<file path="src/rtl/regfile_dump_ctrl.sv">
// rtl/regfile_dump_ctrl.sv - register file dump sequencer: halts the pipeline, borrows the RS read port
// and streams every register MSB-first as bytes over a valid/ready interface.
module regfile_dump_ctrl #(
  parameter int NB_REG  = 32,
  parameter int NB_ADDR = 5,
  parameter int N_REGS  = 32
) (
  input  logic               i_clk,
  input  logic               i_reset,
  input  logic               i_dump_req,
  input  logic [NB_ADDR-1:0] i_pipe_rs_addr,
  input  logic [NB_REG-1:0]  i_rf_rs_data,
  output logic [NB_ADDR-1:0] o_rf_rs_addr,
  output logic               o_dunit_clk_en,
  output logic [7:0]         o_tx_data,
  output logic               o_tx_valid,
  input  logic               i_tx_ready,
  output logic               o_busy,
  output logic               o_done
);

  localparam int NB_BYTES = NB_REG / 8;
  localparam int NB_BCNT  = (NB_BYTES > 1) ? $clog2(NB_BYTES) : 1;
  localparam logic [NB_BCNT-1:0] LAST_BYTE = NB_BCNT'(NB_BYTES - 1);
  localparam logic [NB_ADDR-1:0] LAST_REG  = NB_ADDR'(N_REGS - 1);

  typedef enum logic [2:0] {
    S_IDLE,
    S_HALT,
    S_ADDR,
    S_SEND,
    S_DONE
  } state_t;

  state_t               state_q, state_d;
  logic [NB_ADDR-1:0]   reg_cnt_q, reg_cnt_d;
  logic [NB_BCNT-1:0]   byte_cnt_q, byte_cnt_d;
  logic [NB_REG-1:0]    shift_q, shift_d;
  logic [7:0]           tx_data_q, tx_data_d;
  logic [NB_REG-1:0]    shift_nxt;

  assign shift_nxt = shift_q << 8;

  always_ff @(posedge i_clk or negedge i_reset) begin
    if (!i_reset) begin
      state_q    <= S_IDLE;
      reg_cnt_q  <= '0;
      byte_cnt_q <= '0;
      shift_q    <= '0;
      tx_data_q  <= '0;
    end else begin
      state_q    <= state_d;
      reg_cnt_q  <= reg_cnt_d;
      byte_cnt_q <= byte_cnt_d;
      shift_q    <= shift_d;
      tx_data_q  <= tx_data_d;
    end
  end

  // tx_data_q mirrors the top byte of the shift register while sending and
  // keeps the last byte shown once the stream has moved on.
  always_comb begin
    state_d    = state_q;
    reg_cnt_d  = reg_cnt_q;
    byte_cnt_d = byte_cnt_q;
    shift_d    = shift_q;
    tx_data_d  = tx_data_q;
    o_tx_valid = 1'b0;
    o_done     = 1'b0;
    case (state_q)
      S_IDLE: begin
        if (i_dump_req) begin
          state_d    = S_HALT;
          reg_cnt_d  = '0;
          byte_cnt_d = '0;
        end
      end
      S_HALT: state_d = S_ADDR;
      S_ADDR: begin
        shift_d   = i_rf_rs_data;
        tx_data_d = i_rf_rs_data[NB_REG-1 -: 8];
        state_d   = S_SEND;
      end
      S_SEND: begin
        o_tx_valid = 1'b1;
        if (i_tx_ready) begin
          if (byte_cnt_q != LAST_BYTE) begin
            shift_d    = shift_nxt;
            tx_data_d  = shift_nxt[NB_REG-1 -: 8];
            byte_cnt_d = byte_cnt_q + NB_BCNT'(1);
          end else if (reg_cnt_q != LAST_REG) begin
            byte_cnt_d = '0;
            reg_cnt_d  = reg_cnt_q + NB_ADDR'(1);
            state_d    = S_ADDR;
          end else begin
            state_d = S_DONE;
          end
        end
      end
      S_DONE: begin
        o_done  = 1'b1;
        state_d = S_IDLE;
      end
      default: state_d = S_IDLE;
    endcase
  end

  assign o_tx_data      = tx_data_q;
  assign o_busy         = (state_q != S_IDLE);
  assign o_dunit_clk_en = (state_q == S_IDLE);
  assign o_rf_rs_addr   = (state_q == S_IDLE) ? i_pipe_rs_addr : reg_cnt_q;

endmodule

</file>
<file path="config.mk">
export PLATFORM = sky130hd
export DESIGN_NAME = regfile_dump_ctrl
export DESIGN_NICKNAME = d
export VERILOG_FILES = /design/src/rtl/regfile_dump_ctrl.sv
export SDC_FILE = /design/constraint.sdc
export NUM_CORES = 1
export LEC_CHECK = 0
export CORE_MARGIN = 3
export CORE_UTILIZATION = 51
export CTS_CLUSTER_SIZE = 10
export DETAILED_ROUTE_END_ITERATION = 8
export GPL_TIMING_DRIVEN = 0
export PLACE_DENSITY_LB_ADDON = 0.05
export RECOVER_POWER = 100
export SYNTH_ARGS = -nofsm -noshare
export SYNTH_HDL_FRONTEND = slang
export SYNTH_SLANG_ARGS = --single-unit
</file>
<file path="constraint.sdc">
create_clock -name i_clk -period 2.7 [get_ports i_clk]
set_input_delay 0.54 -clock i_clk [delete_from_list [all_inputs] [get_ports i_clk]]
set_output_delay 0.54 -clock i_clk [all_outputs]
set_load 0.02 [all_outputs]
</file>
# Word-level counts from Yosys, hierarchy flattened

Cells that the tools add are included.

Add/sub/neg operators: 2
Eq/ne operators: 12
Mux-type cells: 24
Reductions and logical operators: 8

Operators by type and width:

| operator                                                        | count |
|---|---|
| 24-bit two-way mux                                              | 2 |
| 24-bit one-hot mux with 2 select lines                          | 1 |
| 5-bit two-way mux                                               | 5 |
| 8-bit two-way mux                                               | 2 |
| 8-bit one-hot mux with 2 select lines                           | 1 |
| 3-bit two-way mux                                               | 4 |
| 2-bit inequality test, second input constant                    | 6 |
| 3-bit one-hot mux with 4 select lines                           | 1 |
| 5-bit one-hot mux with 2 select lines                           | 1 |
| 2-bit two-way mux                                               | 4 |
| 3-bit by 2-bit == test with 1-bit output, second input constant | 2 |
| 3-bit AND reduction                                             | 2 |
| 5-bit by 1-bit adder with 5-bit output, second input constant   | 1 |
| 5-bit inequality test, second input constant                    | 1 |
| 5-bit AND reduction                                             | 1 |
| 2-bit one-hot mux with 2 select lines                           | 1 |
| 4-bit AND reduction                                             | 1 |
| 2-bit nonzero test                                              | 2 |
| 3-bit by 1-bit == test with 1-bit output, second input constant | 1 |
| 3-bit == test, second input constant                            | 1 |
| 3-bit logical NOT                                               | 1 |
| 3-bit inequality test, second input constant                    | 1 |
| 3-bit nonzero test                                              | 1 |
| 2-bit by 1-bit adder with 2-bit output, second input constant   | 1 |
| 1-bit two-way mux                                               | 2 |

Bits in registers: 42
Bits of input ports: 41
Output and inout port bits: 17
Word-level logic and storage cells: 51

# Depth between registers and ports, before layout

Gate-level depths: netlist of run 1.

Depth after elaboration: 5
Depth in mapped cells: 6

# Least setup slack after synthesis of run 1

Ideal clock, no wire load.

Kind: register to output
Start: register state_q[0]
End: output o_rf_rs_addr[2]
Data arrival time: 1.458 ns
Slack: 0.702 ns
Stages on the path, launching flop included: 5
Buffers on the path: 2
Path through: dfrtp_1 -> buf_2 -> nor3_1 -> buf_2 -> mux2_2

Cells in the longest elaborated chain, start to end: 2

RTL lines:

| what                   | line | text |
|---|---|---|
| start, declared        | 35   | `state_t state_q, state_d;` |
| start signal, assigned | 52   | `state_q <= state_d;` |
| 3-bit logical NOT      | n/a  |  |
| via o_dunit_clk_en     | 14   | `output logic o_dunit_clk_en,` |
| 5-bit two-way mux      | 111  | `assign o_rf_rs_addr = (state_q == S_IDLE) ? i_pipe_rs_addr : reg_cnt_q;` |
| end, declared          | 13   | `output logic [NB_ADDR-1:0] o_rf_rs_addr,` |

The timed path passes the listed nets, and every way through them passes these cells.

# Worst setup path after layout of run 1

Start: register state_q[2]
End: output o_tx_valid

Cells in the longest elaborated chain, start to end: 2

RTL lines:

| what                                     | line | text |
|---|---|---|
| 3-bit by 2-bit == test with 1-bit output | 70   | `case (state_q)` |
| 1-bit two-way mux                        | 70   |  |
| end, declared                            | 16   | `output logic o_tx_valid,` |

Every way passes these cells.

==> report_table.html, run 1 <==
<table>
<tr><th>Metric</th><th>Value</th></tr>
<tr><th colspan="2">GRT</th></tr>
<tr><td>Wire length of the first global-routing pass</td><td>~7000 um</td></tr>
<tr><td>Initial antenna violation count</td><td>0</td></tr>
<tr><td>Leftover overflow at the end of global routing</td><td>0</td></tr>
<tr><td>Maximum number of pins on one net before global-route repair</td><td>42</td></tr>
<tr><td>GR Util All Layers</td><td>18.06%</td></tr>
<tr><td>Vias in the first global route</td><td>1522</td></tr>
<tr><th colspan="2">Routing</th></tr>
<tr><td>Via count</td><td>1501</td></tr>
<tr><td>Vias per cell</td><td>5.458</td></tr>
<tr><td>Wirelength per Cell</td><td>approximately 16 um</td></tr>
<tr><td>Detailed-routing iteration count for the pre-antenna-repair pass</td><td>6</td></tr>
<tr><td>Starting DRT DRC Count</td><td>approximately 110</td></tr>
<tr><td>Number of DRC violations after detailed routing</td><td>0</td></tr>
<tr><td>Final antenna-violating net count</td><td>0</td></tr>
<tr><td>Detailed-route wire length</td><td>4268 um</td></tr>
<tr><th colspan="2">Clock tree</th></tr>
<tr><td>Cell chosen for the clock root</td><td>sky130_fd_sc_hd__clkbuf_8</td></tr>
<tr><td>CTS H-tree depth</td><td>2</td></tr>
<tr><td>Clock tree from TritonCTS</td><td>done</td></tr>
<tr><td>Total CTS buffers</td><td>5</td></tr>
<tr><td>Post-CTS setup buffers</td><td>0</td></tr>
<tr><td>Post-CTS clock slew at the launch and capture registers of the worst setup and hold paths</td><td>80 ps</td></tr>
<tr><td>Maximum buffer depth of the clock tree</td><td>2</td></tr>
<tr><td>Clock latency reported for the late side of the worst-skew pair</td><td>290 ps</td></tr>
<tr><td>Clock Sink Count</td><td>42</td></tr>
<tr><td>Count of hold-fix buffers inserted at cts</td><td>0</td></tr>
<tr><th colspan="2">Power</th></tr>
<tr><td>Sum of internal, switching and leakage power</td><td>between 2000 and 2500 uW</td></tr>
<tr><td>Lkg Pwr</td><td>about 0.0014 uW</td></tr>
<tr><td>Largest vdd supply drop</td><td>between 0.5 and 0.6 mV</td></tr>
<tr><td>Power per cell area</td><td>between 800 and 900 nW/um2</td></tr>
<tr><th colspan="2">Critical path</th></tr>
<tr><td>Number of cells on the worst reg-to-reg path</td><td>5</td></tr>
<tr><td>Element type at the critical path start</td><td>flip-flop</td></tr>
<tr><td>Slowest cell delay on critical path</td><td>approximately 640 ps</td></tr>
<tr><td>Worst-path cell with the longest stage delay</td><td>sky130_fd_sc_hd__clkdlybuf4s50_1</td></tr>
<tr><td>Worst path cell trace</td><td>buf_4, nand3b_4, inv_2, buf_2, clkdlybuf4s50_1</td></tr>
<tr><td>Crit path max fanout</td><td>10</td></tr>
<tr><td>WP data arrival</td><td>a little over 2000 ps</td></tr>
<tr><td>Req. time, crit path</td><td>about 2200 ps</td></tr>
<tr><td>Buffers and inverters on the worst path</td><td>4</td></tr>
<tr><td>Flop2flop setup slack</td><td>440 ps</td></tr>
<tr><td>Capturing element type of the critical path</td><td>primary output</td></tr>
<tr><td>FF-to-FF Start</td><td>byte_cnt_q[0]$_DFFE_PN0P_</td></tr>
<tr><td>Terminus of the critical flop-to-flop path</td><td>shift_q[11]$_DFFE_PN0P_</td></tr>
<tr><td>Crit-path leading delay family</td><td>buffers and inverters</td></tr>
<tr><td>Type of the worst setup path</td><td>reg2out</td></tr>
<tr><th colspan="2">Synthesis</th></tr>
<tr><td>Number of enable flip-flop cells after synthesis</td><td>0</td></tr>
<tr><td>Total of warnings raised by yosys</td><td>0</td></tr>
<tr><td>Share of flip-flops with an asynchronous set or reset after synthesis</td><td>between 90% and 100%</td></tr>
<tr><td>Post-Synthesis Mean Instance Area</td><td>roughly 13 um2</td></tr>
<tr><td>Number of distinct standard cells referenced by the synthesized netlist</td><td>31</td></tr>
<tr><td>Cell area after synthesis</td><td>2113 um2</td></tr>
<tr><td>Count of mapped cells out of synthesis</td><td>approximately 160</td></tr>
<tr><td>Post-synthesis sequential area ratio</td><td>49.73%</td></tr>
<tr><td>Primary flip-flop cell chosen by synthesis mapping</td><td>sky130_fd_sc_hd__dfrtp_1</td></tr>
<tr><td>Number of register bits inferred by synthesis</td><td>42</td></tr>
<tr><td>Post-synthesis net count</td><td>about 210</td></tr>
<tr><th colspan="2">STA</th></tr>
<tr><td>Count of final hold-check violations</td><td>0</td></tr>
<tr><td>Unrepaired setup endpoints after global routing</td><td>false</td></tr>
<tr><td>Shortest period the worst path allows</td><td>2594 ps</td></tr>
<tr><td>Endpoints failing setup</td><td>0</td></tr>
<tr><td>Worst slew slack as a fraction of its limit</td><td>-18.03%</td></tr>
<tr><td>Final critical-path share of the clock period</td><td>96.07%</td></tr>
<tr><td>Post-route clock skew</td><td>9.724 ps</td></tr>
<tr><td>FMAX</td><td>385.5 MHz</td></tr>
<tr><td>Max-slew violation total from the final report</td><td>42</td></tr>
<tr><td>Setup total negative slack</td><td>0 ps</td></tr>
<tr><td>Transition at the pin with the smallest max-transition slack</td><td>approximately 1800 ps</td></tr>
<tr><th colspan="2">Floorplanning</th></tr>
<tr><td>Die boundary height</td><td>approximately 70 um</td></tr>
<tr><td>Die footprint</td><td>~5000 um2</td></tr>
<tr><td>Ports</td><td>58</td></tr>
<tr><td>Chip Width</td><td>slightly above 70 um</td></tr>
<tr><td>Area inside the core boundary</td><td>3826 um2</td></tr>
<tr><td>Initial cell density of the core</td><td>a little under three fifths</td></tr>
<tr><td>FP Rows</td><td>22</td></tr>
<tr><th colspan="2">Layout</th></tr>
<tr><td>Share of cells above drive strength 1</td><td>29.96%</td></tr>
<tr><td>Antenna cells</td><td>0</td></tr>
<tr><td>Fin cells</td><td>roughly 280</td></tr>
<tr><td>Total Nets Final</td><td>270</td></tr>
<tr><td>Signed area change from the synthesized netlist to the final layout</td><td>34.64%</td></tr>
<tr><td>Final core utilization</td><td>between 70% and 80%</td></tr>
<tr><th colspan="2">Placed design</th></tr>
<tr><td>Cell Count Post-Placement</td><td>between 200 and 300</td></tr>
<tr><td>Detailed-placement wirelength estimate</td><td>3171 um</td></tr>
<tr><td>Count of port buffers added during placement</td><td>57</td></tr>
<tr><td>Last weighted congestion value of the routability-driven placer</td><td>between 0.7 and 0.8</td></tr>
<tr><th colspan="2">Outcome</th></tr>
<tr><td>Result of the run</td><td>finished with violations</td></tr>
<tr><td>Violated checks</td><td>max-capacitance violations, max-slew violations</td></tr>
<tr><th colspan="2">Job</th></tr>
<tr><td>Max cap viols</td><td>1</td></tr>
<tr><th colspan="2">Min path</th></tr>
<tr><td>Worst min-delay path category</td><td>in2async</td></tr>
</table>
## metrics by stage
stage / area [um2] / hold WS, ps / setup WS [ps]
6_report: 2845 / 5.612 / 106.1
5_1_grt: 2845 / 6.276 / 19.46
4_1_cts: 2872 / 24.46 / 4.755
3_3_place_gp: 2744 / 479.1 / 56.03
3_5_place_dp: 2759 / 340.2 / 165.5
2_1_floorplan: 2113 / 244.4 / 701.5
## placed cells by master, fill, tap and decap left out, drive strengths merged, types with 2 or more instances in the layout
master / synthesis / final
o21ai: 4 / 4
inv: 6 / 6
o21a: 2 / 2
a22o: 9 / 9
dfrtp: 42 / 42
nor3: 3 / 3
nand2: 7 / 7
nand3: 2 / 2
mux2: 50 / 50
buf: 8 / 6
mux2i: 2 / 2
dlygate4sd3: 0 / 12
nor2: 5 / 5
ha: 3 / 3
a31oi: 3 / 3
nand2b: 2 / 2
and3: 2 / 2
clkbuf: 0 / 10
clkdlybuf4s50: 0 / 42
## routing by layer
layer / share of wire, % / GRT usage [%] / vias to the layer above / routed length (um)
met4: 1.2 / 5.106 / 0 / 52
met5: 0 / 0 / - / 0
met3: 3.9 / 3.597 / 5 / 166
li1: - / - / 713 / -
met2: 49 / 29.31 / 35 / 2096
met1: 46 / 24.51 / 748 / 1953
## synth_stat cells (3+ instances only)
library cell	number	area, um2
sky130_fd_sc_hd__o21ai_0	4	20.02
sky130_fd_sc_hd__mux2_2	47	529.3
sky130_fd_sc_hd__buf_6	4	45.04
sky130_fd_sc_hd__dfrtp_1	42	1051
sky130_fd_sc_hd__nand2_1	7	26.28
sky130_fd_sc_hd__inv_1	4	15.01
sky130_fd_sc_hd__nor2_1	5	18.77
sky130_fd_sc_hd__nor3_1	3	15.01
sky130_fd_sc_hd__a22o_1	9	78.83
sky130_fd_sc_hd__mux2_4	3	45.04
sky130_fd_sc_hd__a31oi_1	3	18.77
sky130_fd_sc_hd__ha_1	3	37.54
## final cells by class
type	count	area, um2
flip-flops and latches	42	1051
fillers	269	980.9
multi-input cells	105	969.7
repair buffers	58	578.1
clock buffers	7	76.32
well taps	48	60.06
plain buffers	8	57.56
clock inverters	1	30.03
inverters	6	22.52
## how the worst max path moves through the flow
stage | start | to | slack [ps] | depth (start not counted)
floorplan | state_q[0]$_DFFE_PN0P_ | o_rf_rs_addr[2] | 700 | 4
global placement | i_reset | shift_q[23]$_DFFE_PN0P_ | 60 | 1
detailed placement | state_q[0]$_DFFE_PN0P_ | o_rf_rs_addr[3] | 170 | 5
CTS | state_q[0]$_DFFE_PN0P_ | o_rf_rs_addr[2] | 5 | 5
global route | state_q[2]$_DFFE_PN0P_ | o_tx_valid | 20 | 5
finish | state_q[2]$_DFFE_PN0P_ | o_tx_valid | 110 | 5
## kinds of logic (layout without fill, tap and decap cells)
| logic type | after synthesis | after routing | share of synthesized area [%] |
|---|---|---|---|
| mux | 52 | 52 | 28.12 |
| fa+ha+maj | 3 | 3 | 1.776 |
| simple gates | 24 | 24 | 6.158 |
| flops | 42 | 42 | 49.73 |
| buf+inv | 14 | 80 | 4.381 |
| compound gates | 26 | 26 | 9.829 |
## power by group
part	leakage [uW]	internal [uW]	total, uW	switching [uW]
sequential	0.000548	831	945	114
clock	0.0000524	277	478	201
combinational	0.000784	570	1010	444
## registers in the layout (all words and copies together) (netlist names)
register,cells
o_tx_data,8
state_q,3
reg_cnt_q,5
shift_q,24
byte_cnt_q,2
## repair_timing
action                     4_1_cts  5_1_grt
gates resized for setup          3        2
cloned                           0        0
setup endpoints to repair        5        4
No activity file was read; power rests on OpenSTA's default activity.
==> run 2: changes to the inputs <==
- CORE_MARGIN: 3 -> unset
==> run 2 against run 1 <==
- the flow still finishes with violations (max-capacitance violations, max-slew violations)
- routed wire length up 1.3%
- die area is 11% lower
- sequential cell count is the same
- sequential share of layout area is 0.065 points higher
- sequential power increased by 0.5%
- first-iteration DRC count shrank 73%
- count of clock-buffer cells in the layout did not move
- global-route usage up 3.6 points
- clock skew about the same
==> report_table.html, run 2 (same netlist as run 1, synthesis figures left out) <==
<table>
<tr><th>Metric</th><th>Value</th></tr>
<tr><th colspan="2">Critical path</th></tr>
<tr><td>Capturing element type of the critical path</td><td>primary output</td></tr>
<tr><td>Crit-path leading delay family</td><td>buffers and inverters</td></tr>
<tr><td>Worst path cell trace</td><td>buf_2, nor3_4, buf_4, nand2_1, o21ai_0, clkdlybuf4s50_1</td></tr>
<tr><td>Worst-path cell with the longest stage delay</td><td>sky130_fd_sc_hd__clkdlybuf4s50_1</td></tr>
<tr><td>Buffers and inverters on the worst path</td><td>3 (-1)</td></tr>
<tr><td>Element type at the critical path start</td><td>flip-flop</td></tr>
<tr><td>Type of the worst setup path</td><td>reg2out</td></tr>
<tr><td>Req. time, crit path</td><td>2160 ps (about the same)</td></tr>
<tr><td>WP data arrival</td><td>2000 ps (-50 ps)</td></tr>
<tr><td>Crit path max fanout</td><td>10 (unchanged)</td></tr>
<tr><td>Slowest cell delay on critical path</td><td>620 ps (-20 ps)</td></tr>
<tr><th colspan="2">Placed design</th></tr>
<tr><td>Last weighted congestion value of the routability-driven placer</td><td>0.7323 (-0.97%)</td></tr>
<tr><td>Count of port buffers added during placement</td><td>57 (unchanged)</td></tr>
<tr><td>Post-DP Area</td><td>2741 um2 (-0.64%)</td></tr>
<tr><td>Detailed-placement wirelength estimate</td><td>3162 um (-0.28%)</td></tr>
<tr><th colspan="2">STA</th></tr>
<tr><td>Final critical-path share of the clock period</td><td>94.21% (-1.9 points)</td></tr>
<tr><td>Transition at the pin with the smallest max-transition slack</td><td>2196 ps (+425.7 ps)</td></tr>
<tr><td>Post-route clock skew</td><td>9.550 ps (-0.1745 ps)</td></tr>
<tr><td>Count of final hold-check violations</td><td>0 (unchanged)</td></tr>
<tr><td>Max-slew violation total from the final report</td><td>43 (+2.4%)</td></tr>
<tr><td>FMAX</td><td>393.1 MHz (+2.0%)</td></tr>
<tr><td>Worst slew slack as a fraction of its limit</td><td>-46.41% (-28 points)</td></tr>
<tr><td>Minimum hold slack</td><td>506.6 ps (+501.0 ps)</td></tr>
<tr><td>Setup total negative slack</td><td>0 ps (unchanged)</td></tr>
<tr><td>Unrepaired setup endpoints after global routing</td><td>false</td></tr>
<tr><td>Shortest period the worst path allows</td><td>2544 ps (-50.27 ps)</td></tr>
<tr><td>Endpoints failing setup</td><td>0 (unchanged)</td></tr>
<tr><th colspan="2">Floorplanning</th></tr>
<tr><td>Die boundary height</td><td>66.37 um (-5.7%)</td></tr>
<tr><td>Initial cell density of the core</td><td>52.83% (-2.4 points)</td></tr>
<tr><td>Area inside the core boundary</td><td>4000 um2 (+4.5%)</td></tr>
<tr><td>Ports</td><td>58 (unchanged)</td></tr>
<tr><td>FP Rows</td><td>23 (+4.5%)</td></tr>
<tr><td>Chip Width</td><td>66.37 um (-5.7%)</td></tr>
<tr><td>Die footprint</td><td>4405 um2 (-11%)</td></tr>
<tr><th colspan="2">Routing</th></tr>
<tr><td>Length of routed met2 wiring</td><td>2231 um (+6.4%)</td></tr>
<tr><td>Uppermost layer routed</td><td>met4</td></tr>
<tr><td>Detailed-routing iteration count for the pre-antenna-repair pass</td><td>4 (-2)</td></tr>
<tr><td>Met3 wire len</td><td>150 um (-9.6%)</td></tr>
<tr><td>Starting DRT DRC Count</td><td>29 (-73%)</td></tr>
<tr><td>Vias per cell</td><td>5.330 (-2.4%)</td></tr>
<tr><td>Number of DRC violations after detailed routing</td><td>0 (unchanged)</td></tr>
<tr><td>Detailed-route wire length</td><td>4325 um (+1.3%)</td></tr>
<tr><td>Routed metal-1 wirelength</td><td>1892 um (-3.1%)</td></tr>
<tr><td>Wirelength per Cell</td><td>15.67 um (+0.97%)</td></tr>
<tr><td>Final antenna-violating net count</td><td>0 (unchanged)</td></tr>
<tr><td>Via count</td><td>1471 (-2.0%)</td></tr>
<tr><th colspan="2">Layout</th></tr>
<tr><td>Largest register by flop count</td><td>shift_q</td></tr>
<tr><td>Filler instances</td><td>314 (+17%)</td></tr>
<tr><td>Summed area of non-filler cells in the final layout</td><td>2840 um2 (-0.18%)</td></tr>
<tr><td>Antenna cells</td><td>0 (unchanged)</td></tr>
<tr><td>Share of cells above drive strength 1</td><td>29.65% (-0.31 points)</td></tr>
<tr><td>Most frequent cells in the layout</td><td>sky130_fd_sc_hd__mux2_2 (47), sky130_fd_sc_hd__dfrtp_1 (42), sky130_fd_sc_hd__clkdlybuf4s50_1 (41)</td></tr>
<tr><td>Flip-flop count of the largest register after layout</td><td>24 (unchanged)</td></tr>
<tr><td>Multi-input gate area</td><td>980.9 um2 (+1.2%)</td></tr>
<tr><td>Total Nets Final</td><td>269 (-0.37%)</td></tr>
<tr><td>Most common cell after layout, fill and taps aside</td><td>sky130_fd_sc_hd__mux2_2</td></tr>
<tr><td>Signed area change from the synthesized netlist to the final layout</td><td>34.40%</td></tr>
<tr><td>Area used by sequential logic in the layout</td><td>1051 um2 (unchanged)</td></tr>
<tr><th colspan="2">GRT</th></tr>
<tr><td>Leftover overflow at the end of global routing</td><td>0 (unchanged)</td></tr>
<tr><td>GR Util All Layers</td><td>21.71% (+3.6 points)</td></tr>
<tr><td>Wire length of the first global-routing pass</td><td>6844 um (-3.4%)</td></tr>
<tr><td>Initial antenna violation count</td><td>0 (unchanged)</td></tr>
<tr><td>Vias in the first global route</td><td>1493 (-1.9%)</td></tr>
<tr><td>Maximum number of pins on one net before global-route repair</td><td>43 (+2.4%)</td></tr>
<tr><th colspan="2">Clock tree</th></tr>
<tr><td>Post-CTS setup buffers</td><td>0 (unchanged)</td></tr>
<tr><td>Clock tree from TritonCTS</td><td>done</td></tr>
<tr><td>Clock latency reported for the late side of the worst-skew pair</td><td>290 ps (about the same)</td></tr>
<tr><td>Total CTS buffers</td><td>5 (unchanged)</td></tr>
<tr><td>Post-cts resize count</td><td>4 (+1)</td></tr>
<tr><td>Cell chosen for the clock root</td><td>sky130_fd_sc_hd__clkbuf_8</td></tr>
<tr><td>CTS H-tree depth</td><td>2 (unchanged)</td></tr>
<tr><td>Post-CTS clock slew at the launch and capture registers of the worst setup and hold paths</td><td>80 ps (about the same)</td></tr>
<tr><td>Maximum buffer depth of the clock tree</td><td>2 (unchanged)</td></tr>
<tr><td>Clock Sink Count</td><td>42 (unchanged)</td></tr>
<tr><td>Count of hold-fix buffers inserted at cts</td><td>0 (unchanged)</td></tr>
<tr><th colspan="2">Outcome</th></tr>
<tr><td>Violated checks</td><td>max-capacitance violations, max-slew violations</td></tr>
<tr><td>Result of the run</td><td>finished with violations</td></tr>
<tr><th colspan="2">Power</th></tr>
<tr><td>Lkg Pwr</td><td>0.001371 uW (-0.99%)</td></tr>
<tr><td>Largest vdd supply drop</td><td>0.5082 mV (-3.5%)</td></tr>
<tr><td>Power per cell area</td><td>857.9 nW/um2 (+0.17%)</td></tr>
<tr><td>Sum of internal, switching and leakage power</td><td>2437 uW (about the same)</td></tr>
<tr><th colspan="2">Job</th></tr>
<tr><td>Max cap viols</td><td>1 (unchanged)</td></tr>
<tr><th colspan="2">Min path</th></tr>
<tr><td>Worst min-delay path category</td><td>reg2reg</td></tr>
</table>
run 2: per-layer routing:
metal / global-route usage [%] / vias up
met4: 7.181 / 0
met5: 0 / -
met2: 36.35 / 36
met3: 6.724 / 5
met1: 26.46 / 719
li1: - / 711
run 2: area by class of cell:
class                   instances  share of cell area [%]
flip-flops and latches         42                   37.00
multi-input cells             105                   34.54
repair buffers                 57                   19.69
clock buffers                   7                   2.687
well taps                      50                   2.203
plain buffers                   8                   2.026
clock inverters                 1                   1.057
inverters                       6                  0.7930
run 2: worst paths after layout:
kind | startpoint | to | slack (ps) | cells past startpoint
worst max-delay path | state_q[0]$_DFFE_PN0P_ | o_rf_rs_addr[1] | 160 | 6
worst min-delay path | o_tx_data[3]$_DFFE_PN0P_ | o_tx_data[3]$_DFFE_PN0P_ | 510 | 1
worst min register to register | o_tx_data[3]$_DFFE_PN0P_ | o_tx_data[3]$_DFFE_PN0P_ | 510 | 1
max in group asynchronous | i_reset | o_tx_data[0]$_DFFE_PN0P_ | 550 | 1
worst max register to register | byte_cnt_q[0]$_DFFE_PN0P_ | shift_q[9]$_DFFE_PN0P_ | 310 | 5
min in group asynchronous | i_reset | state_q[0]$_DFFE_PN0P_ | 890 | 1
run 2: where the power goes:
group / switching [uW] / internal (uW) / leakage (uW)
Clock: 203 / 277 / 0.0000524
Combinational: 441 / 566 / 0.000770
Sequential: 119 / 831 / 0.000548
run 2: metrics by stage:
stage	std cells	worst slack, ps	utilization [%]
2_1_floorplan	161	701.5	-
3_3_place_gp	268	78.92	68.66
3_5_place_dp	268	108.0	68.53
4_1_cts	276	19.51	71.50
5_1_grt	276	49.39	71.00
6_report	276	156.4	71.00
